**config.mk**
```make
export PLATFORM = sky130hd
export DESIGN_NAME = fetch_controller
export DESIGN_NICKNAME = d
export VERILOG_FILES = /design/src/rtl/fetch_controller.sv
export SDC_FILE = /design/constraint.sdc
export NUM_CORES = 1
export LEC_CHECK = 0
export ABC_AREA = 1
export CORE_MARGIN = 4
export CORE_UTILIZATION = 25
export CTS_CLUSTER_DIAMETER = 60
export CTS_CLUSTER_SIZE = 24
export DETAILED_ROUTE_END_ITERATION = 16
export GPL_TIMING_DRIVEN = 0
export PLACE_DENSITY_LB_ADDON = 0.1
export SLEW_MARGIN = 25
export SYNTH_ARGS = -nofsm -noshare
export SYNTH_HDL_FRONTEND = slang
export SYNTH_SLANG_ARGS = --single-unit
```
**constraint.sdc**
```tcl
create_clock -name clk -period 1.45 [get_ports clk]
set_input_delay 0.2175 -clock clk [delete_from_list [all_inputs] [get_ports clk]]
set_output_delay 0.2175 -clock clk [all_outputs]
set_load 0.005 [all_outputs]
```
**src/rtl/fetch_controller.sv**
```systemverilog
// Instruction fetch controller: issues word-aligned byte addresses to a
// one-cycle-latency program memory and presents fetched words downstream
// through a valid/ready handshake, with redirect, stall and halt support.
// Optional macro FETCH_PERF_COUNTER_EN adds perf_fetched/perf_stall counters.
module fetch_controller #(
  parameter int unsigned       ADDR_W   = 16,
  parameter logic [ADDR_W-1:0] RESET_PC = '0
) (
  input  logic              clk,
  input  logic              reset_n,
  input  logic              start,
  input  logic              halt,
  output logic [ADDR_W-1:0] imem_address,
  input  logic [31:0]       imem_data,
  input  logic              redirect_valid,
  input  logic [ADDR_W-1:0] redirect_pc,
  output logic              inst_valid,
  input  logic              inst_ready,
  output logic [ADDR_W-1:0] inst_pc,
  output logic [31:0]       inst_data,
  output logic              fetch_error
`ifdef FETCH_PERF_COUNTER_EN
  ,
  output logic [31:0]       perf_fetched,
  output logic [31:0]       perf_stall
`endif
);

  localparam logic [ADDR_W-1:0] PC_STEP = ADDR_W'(4);

  typedef enum logic {
    IDLE = 1'b0,
    RUN  = 1'b1
  } state_t;

  state_t            state, state_nxt;
  logic [ADDR_W-1:0] fetch_pc, fetch_pc_nxt;
  logic [ADDR_W-1:0] resp_pc, resp_pc_nxt;
  logic              resp_valid, resp_valid_nxt;
  logic              fetch_error_nxt;
  logic [ADDR_W-1:0] redirect_target;

  // Redirect target forced onto a word boundary; low bits only flag an error.
  assign redirect_target = {redirect_pc[ADDR_W-1:2], 2'b00};

  // Memory output is forwarded straight through; the held address keeps it stable.
  assign inst_data = imem_data;
  assign inst_pc   = resp_pc;

  // State and fetch-pointer registers.
  always_ff @(posedge clk or negedge reset_n) begin
    if (!reset_n) begin
      state       <= IDLE;
      fetch_pc    <= RESET_PC;
      resp_pc     <= RESET_PC;
      resp_valid  <= 1'b0;
      fetch_error <= 1'b0;
    end else begin
      state       <= state_nxt;
      fetch_pc    <= fetch_pc_nxt;
      resp_pc     <= resp_pc_nxt;
      resp_valid  <= resp_valid_nxt;
      fetch_error <= fetch_error_nxt;
    end
  end

  // Next-state, address selection and handshake decode.
  always_comb begin
    state_nxt       = state;
    fetch_pc_nxt    = fetch_pc;
    resp_pc_nxt     = resp_pc;
    resp_valid_nxt  = resp_valid;
    fetch_error_nxt = fetch_error;
    imem_address    = RESET_PC;
    inst_valid      = 1'b0;

    case (state)
      IDLE: begin
        if (start && !halt) begin
          state_nxt      = RUN;
          resp_valid_nxt = 1'b1;
          resp_pc_nxt    = RESET_PC;
          fetch_pc_nxt   = RESET_PC + PC_STEP;
        end
      end

      RUN: begin
        inst_valid = resp_valid && !redirect_valid && !halt;
        // Misaligned redirect is recorded even when halt wins the state decision.
        if (redirect_valid && (redirect_pc[1:0] != 2'b00)) begin
          fetch_error_nxt = 1'b1;
        end
        if (halt) begin
          state_nxt      = IDLE;
          resp_valid_nxt = 1'b0;
        end else if (redirect_valid) begin
          imem_address   = redirect_target;
          resp_pc_nxt    = redirect_target;
          resp_valid_nxt = 1'b1;
          fetch_pc_nxt   = redirect_target + PC_STEP;
        end else if (resp_valid && !inst_ready) begin
          // Re-read the presented word so memory output stays put.
          imem_address = resp_pc;
        end else begin
          imem_address   = fetch_pc;
          resp_pc_nxt    = fetch_pc;
          resp_valid_nxt = 1'b1;
          fetch_pc_nxt   = fetch_pc + PC_STEP;
        end
      end

      default: state_nxt = IDLE;
    endcase
  end

`ifdef FETCH_PERF_COUNTER_EN
  // Accepted-word and stalled-cycle counters, wrapping at 2^32.
  always_ff @(posedge clk or negedge reset_n) begin
    if (!reset_n) begin
      perf_fetched <= 32'd0;
      perf_stall   <= 32'd0;
    end else begin
      if (inst_valid && inst_ready) begin
        perf_fetched <= perf_fetched + 32'd1;
      end
      if (inst_valid && !inst_ready) begin
        perf_stall <= perf_stall + 32'd1;
      end
    end
  end
`endif

endmodule

```
==> Yosys cells after proc, flatten, opt, wreduce, memory -nomap -nowiden <==
Cells that the tools add are included.
{ "totals": {"wordCells": 46, "register_bits": 35, "in_bits": 54, "output_inout_bits": 66} }
{ "classes": {"n_addsub": 2, "eq_ne": 4, "mux": 21, "reduce_logical": 13, "n_bitwise": 1} }
{ "op_table": {"columns": ["operator", "n"], "rows": [
  ["16-bit two-way mux", 10],
  ["16-bit one-hot mux with 2 select lines", 2],
  ["16-bit by 3-bit adder with 16-bit output (second input constant)", 2],
  ["1-bit two-way mux", 7],
  ["2-bit AND reduction", 3],
  ["1-bit logical AND", 5],
  ["2-bit != test (second input constant)", 2],
  ["4-bit != test (second input constant)", 1],
  ["1-bit one-hot mux with 2 select lines", 2],
  ["1-bit zero test", 3],
  ["3-bit != test (second input constant)", 1],
  ["3-bit AND reduction", 1],
  ["2-bit nonzero test", 1],
  ["1-bit inverter", 1]
]} }

==> Logic depth before layout (Yosys ltp) <==
Gate-level depths: netlist of the first run.
{ "logic_depth": {"word_depth": 6, "depth_mapped": 12, "depth_no_buf": 11} }

==> Worst setup path after synthesis of the first run <==
No wires, ideal clock.
{ "synth_path": {"path_type": "input-to-reg", "start": "input redirect_valid", "end": "register fetch_pc[14]", "path_buffers": 1, "setup_ps": 116, "arrival_ps": 1293, "path_stages": 12, "path_slack_ps": 40, "required_time_ps": 1334, "cell_sequence": "inv_2 buf_6 nand2_1 nand2_1 ha_1 nand2_1 nor2_4 nand3_2 nand2_1 nand2_1 nand2_1 nand2_1"} }
{ "synth_between": {"elab_chain_len": 3, "elab_cells_between_ends": 5, "cone_classes": "eq/ne: 1; mux: 3; reduce/logical: 1"} }
{ "synth_rtl": {"columns": ["item", "line", "rtl"], "rows": [
  ["start: declaration", "15", "input logic redirect_valid,"],
  ["16-bit two-way mux", "96", "end else if (redirect_valid) begin"],
  ["16-bit two-way mux", "93", "if (halt) begin"],
  ["16-bit one-hot mux with 2 select lines", "77", "case (state)"],
  ["end signal: assignment", "60", "fetch_pc <= fetch_pc_nxt;"],
  ["end: declaration", "37", "logic [ADDR_W-1:0] fetch_pc, fetch_pc_nxt;"]
]} }
Parallel ways exist; a longest one is shown, timed or not. The select of a mux whose other input is x is not followed.
A chain may end at the register's enable or synchronous reset.

==> Worst setup path in the final report of the first run <==
{ "layout_path": {"start": "register resp_valid", "end": "output imem_address[3]"} }
{ "layout_between": {"elab_chain_len": 5} }
{ "layout_rtl": {"columns": ["item", "line", "rtl"], "rows": [
  ["start: declaration", "39", "logic resp_valid, resp_valid_nxt;"],
  ["start signal: assignment", "62", "resp_valid <= resp_valid_nxt;"],
  ["1-bit logical AND", "101", "end else if (resp_valid && !inst_ready) begin"],
  ["16-bit two-way mux (2 in series)", null, null],
  ["16-bit two-way mux", "93", null],
  ["16-bit two-way mux", "77", null],
  ["end: declaration", "13", "output logic [ADDR_W-1:0] imem_address,"]
]} }
No other way between the ends.

==> impl_metrics.yaml, run 1 <==
finish:
  drive_above_1_share_pct: 40.64
  final_util_pct: 44.71
  n_antenna_cell: 0
  synthToLayoutAreaGrowth_pct: 74.06
  nets: 525
  final_area_mm2: 0.004131
  final_cells: 599
clock_tree:
  path_clk_slew_ns: 0.07
  clkLatencyLatePin_ns: 0.28
  cts_buffer_depth: 2
  cts-buffers-inserted: 5
  clockRootBuffer: "clkbuf_8"
  cts_tree: "built"
  htreeDepth: 2
  cts.sinks: 33
worst_hold_path:
  holdCritPathClass: "in2reg"
yosys:
  yosysMostFrequentCell: "nand2_1"
  syn_nets: 390
  synth-async-reset-ratio_pct: 100.0
  synth_xor_area_share_pct: 0
  synth_top_family_by_area: "simple AND/OR/NAND/NOR gates"
  synth_top_area_cell: "dfrtp_1"
  synth_seq_cells: 33
  yosys.area_share.simple_pct: 31.00
  synth_compound_area_share_pct: 13.44
  yosys_warnings: 0
  synthesis.instances: 335
  netlist_area_mm2: 0.002374
  yosys-top-cells-count: "nand2_1 (93), inv_1 (42), buf_4 (33), dfrtp_1 (33), nor2_1 (27)"
  synth_flop_cell: "dfrtp_1"
  synth_edf_count: 0
  syn_area_per_cell_um2: 7.085
  synthAdderAreaFrac_pct: 0.5271
  ys_seq_area_share_pct: 34.79
  synth_area_leaders: "dfrtp_1 (35%), nand2_1 (15%), buf_4 (10%)"
  synth.distinct_cells: 28
  synth.area.mux_share_pct: 0
  synth_top_area_share_pct: 34.79
route:
  wl_um: 7920
  first_pass_iters: 4
  ant_nets: 0
  post_drt_wl_per_cell_um: 13.22
  drtIter0Drc: 131
  drc: 0
  avgViaCountPerCell: 4.317
  dr_total_vias: 2586
sta:
  skew_ns: 0.002860
  setup_viol: 29
  slew_violations: 0
  worst_slack_ns: -0.3749
  fin_crit_sh_pct: 125.9
  rsz0062_at_grt: "true"
  post-route-min-period_ns: 1.825
  max_slew_margin_pct: 67.48
  hold_viol: 0
  fin_setup_tns_ns: -5.600
  holdWs_ns: 0.3784
  max_freq_mhz: 548.0
  worstMarginPinSlew_ns: 0.4878
die:
  rows: 35
  die-area_mm2: 0.01112
  io_pins: 120
  core_area_mm2: 0.009240
  start_util_pct: 25.69
  die_h_um: 105.4
  die_w_um: 105.4
worst_setup_path:
  worstPathCellList: "inv_2, nor2_4, buf_12, buf_6, nand2_2, o211ai_1, o21ai_1, inv_1, nand3_2, inv_1, buf_2"
  cp.arrival_ns: 1.61
  max_stage_delay_ns: 0.34
  path_class: "reg2out"
  crit_fanout: 4
  path_common_cell: "inv_1"
  required_ns: 1.23
  slowest_stage: "dfrtp_1"
  end_kind: "primary output"
  worst_setup_path_start_kind: "flop"
global_routing:
  antenna_found_initial: 0
  grt_max_degree: 19
  grt_usage_pct: 13.89
  grt_pass1_wl_um: 12600
  grt_pass1_vias: 2527
  overflow: 0
placed_design:
  place_inst: 552
  port_buffers: 87
  dpl_cell_area_mm2: 0.003428
  place_ws_ns: -0.9739
  dpl.hpwl_um: 5777
  routabilityCongestion: 0.7965
outcome:
  outcome: "complete, but fails checks"
  violations: "negative setup slack"
power:
  total_power_mw: 3.149
  peakVddDrop_mv: 0.2873
  p_per_area_mw_per_mm2: 762.2
  leakagePower_nw: 2.023
job:
  drv_cap: 0
==> report_power, final <==
| group | leakage [nW] | total, mW | switching, mW | internal, mW |
|---|---|---|---|---|
| Combinational | 1.55 | 1.32 | 0.621 | 0.699 |
| Sequential | 0.427 | 1.11 | 0.0683 | 1.04 |
| Clock | 0.0443 | 0.723 | 0.346 | 0.377 |
| Total | 2.02 | 3.15 | 1.04 | 2.11 |
==> routing by layer <==
layer	vias to the layer above	global-route usage, %	part of all wire, %
met2	99	23.59	52
met5	-	0	0
met4	0	4.030	1.0
li1	1289	-	-
met3	6	2.878	7.2
met1	1192	17.71	40
==> worst paths after layout <==
| kind | to | depth (start not counted) | start | slack, ns |
|---|---|---|---|---|
| max | imem_address[3] | 11 | resp_valid | -0.37 |
| min | inst_pc[2] | 5 | redirect_pc[2] | 0.38 |
| max reg2reg | inst_pc[14] | 11 | resp_valid | -0.11 |
| min reg2reg | fetch_pc[12] | 2 | fetch_pc[12] | 0.48 |
| max in group asynchronous | inst_pc[11] | 3 | reset_n | 0.57 |
| min in group asynchronous | inst_pc[1] | 2 | reset_n | 0.42 |
==> worst max-delay path, delay by kind of cell (launching register included) <==
kind	cells	cell delay (ns)
DFF	1	0.34
AOI/OAI and AO/OA	2	0.17
and+or+nand+nor	3	0.30
buffers and inverters	6	0.51
==> kinds of logic (layout without fill, tap and decap cells) <==
| logic type | count (synthesis) | in the layout |
|---|---|---|
| simple gates | 160 | 160 |
| buf+inv | 87 | 222 |
| compound gates | 54 | 54 |
| flops | 33 | 33 |
| fa+ha+maj | 1 | 1 |
==> sequential cells by signal (all words and copies together), names as in the netlist <==
name         count
resp_valid       1
fetch_error      1
inst_pc         16
fetch_pc        14
state            1
==> area by class of cell <==
class	count	area, um^2
Sequential cell	33	825.8
Buffer	42	356.6
Inverter	45	181.4
Fill cell	923	5109
Multi-Input combinational cell	215	1330
Clock buffer	7	86.33
Timing Repair Buffer	128	1190
Tap cell	129	161.4
==> repair_timing <==
item,in CTS,in global routing
hold endpoints to repair,17,0
hold buffers,1,0
pin swaps,22,33
endpoints found under the setup margin,43,43
gates cloned,2,1
setup buffers,27,12
resized for setup,147,60
==> cell usage in the layout, fill, tap and decap left out, types with 2 or more instances in the layout <==
cell type,count
nand3_1,8
clkbuf_8,7
nand2_2,20
a21boi_2,7
dlymetal6s2s_1,3
o22ai_1,10
nand2_1,74
nand3_2,3
nor2_4,7
buf_6,17
a21oi_1,5
o21ai_0,4
o21ai_1,11
o22ai_2,2
a21oi_2,2
inv_1,35
nor2_2,7
inv_2,6
o21bai_1,2
dfrtp_1,33
buf_2,20
a21boi_4,2
o21ai_2,7
buf_12,3
buf_8,2
inv_4,3
nand4_1,3
nand2_4,13
nor2_1,23
buf_4,56
clkdlybuf4s50_1,65
Power figures use the tool's default switching activity.
==> inputs of run 2 (changes only) <==
- CORE_UTILIZATION: 25 -> 41
==> run 2 against run 1 <==
- critical path type unchanged
- clock skew is 0.0011 ns higher
- sequential power about the same
- global-route usage up 7.1 points
- flip-flop and latch count is the same
- hold slack got worse by 0.0017 ns
- critical path depth fell by 2
- clock power is 8.3% higher
- final area is 0.91% lower
- via count is 7.9% higher
- the run still ends with negative setup slack left
- setup slack lost 0.0085 ns
- wire length is 8.6% higher
- largest power group unchanged
- combinational power grew 3%
- largest cell class unchanged
==> impl_metrics.yaml, run 2 (synthesis results as in run 1) <==
outcome:
  outcome: "complete, but fails checks"
  violations: "negative setup slack"
global_routing:
  antenna_found_initial: 0
  use_met1_pct: 26.86
  grt_pass1_wl_um: 12250
  grt_max_degree: 19
  grt.busiest_layer: "met2"
  grtUsageMet2_pct: 35.65
  grt_pass1_vias: 2558
  grt_usage_pct: 20.96
  overflow: 0
  grtUsageMet3_pct: 5.035
route:
  wl_um: 8598
  ant_nets: 0
  post_drt_wl_per_cell_um: 15.81
  avgViaCountPerCell: 5.129
  drc: 0
  first_pass_iters: 5
  dr_total_vias: 2790
  drtIter0Drc: 169
die:
  die-area_mm2: 0.007070
  core_area_mm2: 0.005574
  io_pins: 120
  rows: 27
  die_w_um: 84.09
  start_util_pct: 42.58
  die_h_um: 84.09
sta:
  skew_ns: 0.003975
  slew_violations: 0
  worst_slack_ns: -0.3834
  rsz0062_at_grt: "true"
  worstMarginPinSlew_ns: 0.4694
  post-route-min-period_ns: 1.833
  hold_viol: 0
  fin_crit_sh_pct: 126.4
  max_slew_margin_pct: 68.71
  setup_viol: 35
  max_freq_mhz: 545.4
power:
  p_per_area_mw_per_mm2: 796.9
  peakVddDrop_mv: 0.4646
  leakagePower_nw: 2.034
finish:
  drive_above_1_share_pct: 44.49
  final_util_pct: 73.45
  final_cell_mix: "clkdlybuf4s50_1 (65), nand2_1 (63), buf_4 (56)"
  mostFrequentLayoutCell: "clkdlybuf4s50_1"
  largest_reg_flops: 16
  num-fill-cells: 420
  nets: 526
  final_cells: 544
  synthToLayoutAreaGrowth_pct: 72.48
  n_antenna_cell: 0
clock_tree:
  cts_tree: "built"
  htreeDepth: 2
  cts.sinks: 33
  cts_buffer_depth: 2
  clockRootBuffer: "clkbuf_8"
  clkLatencyLatePin_ns: 0.29
  path_clk_slew_ns: 0.07
  cts-buffers-inserted: 5
placed_design:
  dpl.hpwl_um: 5468
  routabilityCongestion: 0.8866
  port_buffers: 87
  place_inst: 495
worst_setup_path:
  path_class: "reg2out"
  worst_setup_path_start_kind: "flop"
  r2r_setup_slack_ns: -0.18
  end_kind: "primary output"
  required_ns: 1.23
  cp.arrival_ns: 1.62
  crit_fanout: 6
worst_hold_path:
  holdCritPathClass: "in2reg"
job:
  drv_cap: 0
run 2: layout make-up:
| class | instances | area, um^2 | area share (%) |
|---|---|---|---|
| plain buffers | 41 | 346.6 | 8.466 |
| clock buffers | 7 | 96.34 | 2.353 |
| clock inverters | 1 | 5.005 | 0.1222 |
| inverters | 45 | 173.9 | 4.248 |
| multi-input cells | 215 | 1356 | 33.13 |
| flip-flops and latches | 33 | 825.8 | 20.17 |
| well taps | 72 | 90.09 | 2.200 |
| repair buffers | 130 | 1200 | 29.31 |
run 2: final timing paths:
path	from	endpoint	cells after the start
setup / recovery	resp_valid	imem_address[2]	9
hold / removal	halt	inst_pc[5]	4
setup reg to reg	resp_valid	fetch_pc[9]	11
hold reg to reg	fetch_error	fetch_error	1
max in group asynchronous	reset_n	inst_pc[11]	3
min in group asynchronous	reset_n	inst_pc[0]	2
run 2: per-layer routing:
metal  routed length [um]  up-vias
li1                     -     1296
met1                 3329     1297
met2                 4387      177
met3                  757       20
met4                  123        0
met5                    0        -
run 2: through the flow:
step | cell area, um^2 | power (mW) | setup TNS, ns | hold slack, ns | worst slack [ns]
after floorplan | 2374 | 1.625 | 0 | -0.07809 | 0.04027
after global placement | 3334 | 2.057 | -44.86 | 0.4600 | -0.9283
after detailed placement | 3357 | 2.085 | -26.70 | 0.1932 | -0.9071
after CTS | 3730 | 3.015 | -7.201 | 0.4158 | -0.3755
after global routing | 4094 | 3.411 | -9.654 | 0.4106 | -0.4577
final | 4094 | 3.263 | -7.157 | 0.3768 | -0.3834
run 2: power by group:
group	total, mW	internal (mW)	switching [mW]
Sequential	1.12	1.04	0.0851
Clock	0.783	0.429	0.353
Combinational	1.36	0.694	0.663
run 2: timing repair:
action	CTS	global route
endpoints found under the hold margin	17	0
endpoints found under the setup margin	41	44
pin swaps	13	29
buffers inserted	21	19
gates resized for setup	135	86
hold buffers	1	0
cloned	3	2
run 2: worst max-delay path, stage by stage (launching register included):
cell and delay (ns):
dfrtp_1 0.34, inv_2 0.05, nor2_4 0.21, nand2_4 0.15, buf_8 0.18, o21ai_2 0.06, o21ai_1 0.08, nand2_1 0.08
inv_1 0.05, buf_2 0.12
==> inputs of run 3 (changes only) <==
- CORE_UTILIZATION: 41 -> 42
- CTS_BUF_LIST: not set -> sky130_fd_sc_hd__clkbuf_4 sky130_fd_sc_hd__clkbuf_8
- SKIP_CTS_REPAIR_TIMING: not set -> 1
==> run 3 against run 2 <==
- the run still ends with negative setup slack left
- combinational power down 11%
- critical path type unchanged
- total power down 7.1%
- first-iteration DRC count is 27% lower
- highest routed layer unchanged
==> impl_metrics.yaml, run 3 (synthesis results as in run 1) <==
outcome:
  outcome: "complete, but fails checks"
  violations: "negative setup slack"
worst_setup_path:
  worstPathCellList: "inv_2, nor2_4, buf_12, buf_6, nand2_2, o211ai_1, o21ai_1, inv_1, nand3_2, inv_1, clkbuf_2"
  path_common_cell: "inv_1"
  required_ns: 1.23
  end_kind: "primary output"
  crit_family: "buffers and inverters"
  slowest_stage: "dfrtp_1"
  path_class: "reg2out"
  max_stage_delay_ns: 0.34
  worst_setup_path_start_kind: "flop"
  cp_num_buf_inv: 6
  crit_fanout: 4
  cp.arrival_ns: 1.66
global_routing:
  grt_usage_pct: 18.77
  grt_max_degree: 23
  grt.busiest_layer: "met2"
  grt_pass1_vias: 2240
  grtUsageMet3_pct: 5.655
  grtUsageMet2_pct: 29.08
  overflow: 0
  antenna_found_initial: 0
  grt_pass1_wl_um: 10760
  use_met1_pct: 24.67
die:
  die-area_mm2: 0.006918
  rows: 27
  core_area_mm2: 0.005507
  start_util_pct: 43.10
  die_h_um: 83.18
  die_w_um: 83.18
  io_pins: 120
sta:
  setup_viol: 31
  slew_violations: 0
  worst_slack_ns: -0.4310
  skew_ns: 0.002574
  hold_viol: 0
  max_freq_mhz: 531.6
  fin_setup_tns_ns: -7.268
  post-route-min-period_ns: 1.881
  max_slew_margin_pct: 76.35
  rsz0062_at_grt: "true"
  worstMarginPinSlew_ns: 0.3548
  fin_crit_sh_pct: 129.7
clock_tree:
  clockRootBuffer: "clkbuf_8"
  clkLatencyLatePin_ns: 0.29
  path_clk_slew_ns: 0.07
  htreeDepth: 2
  cts-buffers-inserted: 5
  cts.sinks: 33
  cts_tree: "built"
  cts_buffer_depth: 2
finish:
  synthToLayoutAreaGrowth_pct: 63.94
  drive_above_1_share_pct: 34.86
  largest_reg_flops: 16
  final_util_pct: 70.67
  final_cell_mix: "nand2_1 (77), clkdlybuf4s50_1 (66), buf_4 (51)"
  num-fill-cells: 424
  mostFrequentLayoutCell: "nand2_1"
  nets: 513
  n_antenna_cell: 0
route:
  dr_total_vias: 2566
  drc: 0
  wl_um: 7514
  first_pass_iters: 5
  post_drt_wl_per_cell_um: 14.15
  ant_nets: 0
  avgViaCountPerCell: 4.832
  drtIter0Drc: 123
placed_design:
  dpl.hpwl_um: 5227
  place_ws_ns: -0.8898
  routabilityCongestion: 0.8650
  port_buffers: 87
power:
  p_int_mw: 2.019
  leakagePower_nw: 2.073
  seq_power_share_pct: 36.7
  peakVddDrop_mv: 0.5385
  power.share.clock_pct: 23.5
  p_per_area_mw_per_mm2: 779.2
  pwr-share-comb_pct: 39.8
  p_sw_mw: 1.013
  p_sw_share_pct: 33.40
job:
  drv_cap: 0
worst_hold_path:
  holdCritPathClass: "in2async"
-- run 3: cell count changes in the layout (fill, tap and decap cells not counted), moves of 6 or more --
cell | previous run | this run
nand2_1 | 63 | 77
nand2_2 | 34 | 26
o21ai_2 | 14 | 7
buf_2 | 17 | 5
dlymetal6s2s_1 | 3 | 13
buf_6 | 18 | 12
nand2_4 | 11 | 5
-- run 3: worst paths after layout --
kind                                    to           start  slack, ns  cells past startpoint
min in group clk                inst_pc[2]  redirect_pc[2]       0.38                      5
setup reg to reg               fetch_pc[8]      resp_valid      -0.14                     11
max in group asynchronous       inst_pc[2]         reset_n       0.66                      3
hold / removal                 inst_pc[11]         reset_n       0.37                      2
hold reg to reg                fetch_error     fetch_error       0.48                      1
setup / recovery           imem_address[3]      resp_valid      -0.43                     11
-- run 3: through the flow --
step	hold WS [ns]	power [mW]	std cells	instance area (um^2)
CTS	-0.1652	2.791	503	3443
finish	0.3672	3.032	531	3891
global placement	0.4610	2.057	494	3334
global route	0.4102	3.200	531	3891
floorplan	-0.07809	1.625	335	2374
detailed placement	0.1501	2.077	495	3357
-- run 3: power by group through the flow --
stage / sequential, mW / clock [mW] / combinational, mW
2_1_floorplan: 1.11 / 0 / 0.513
3_3_place_gp: 1.11 / 0 / 0.942
3_5_place_dp: 1.12 / 0 / 0.960
4_1_cts: 1.10 / 0.727 / 0.965
5_1_grt: 1.13 / 0.758 / 1.32
6_report: 1.11 / 0.714 / 1.21
-- run 3: area by class of cell --
cell class	count	area (um^2)	area share (%)
Multi-Input combinational cell	215	1229	31.58
Clock buffer	6	76.32	1.961
Clock inverter	2	10.01	0.2572
Sequential cell	33	825.8	21.22
Tap cell	72	90.09	2.315
Timing Repair Buffer	116	1144	29.39
Buffer	42	340.3	8.746
Inverter	45	176.4	4.534
-- run 3: per-layer routing --
layer  up-vias  routed length [um]
li1       1269                   -
met3        11                 569
met5         -                   0
met2       109                3630
met4         0                 130
met1      1177                3184
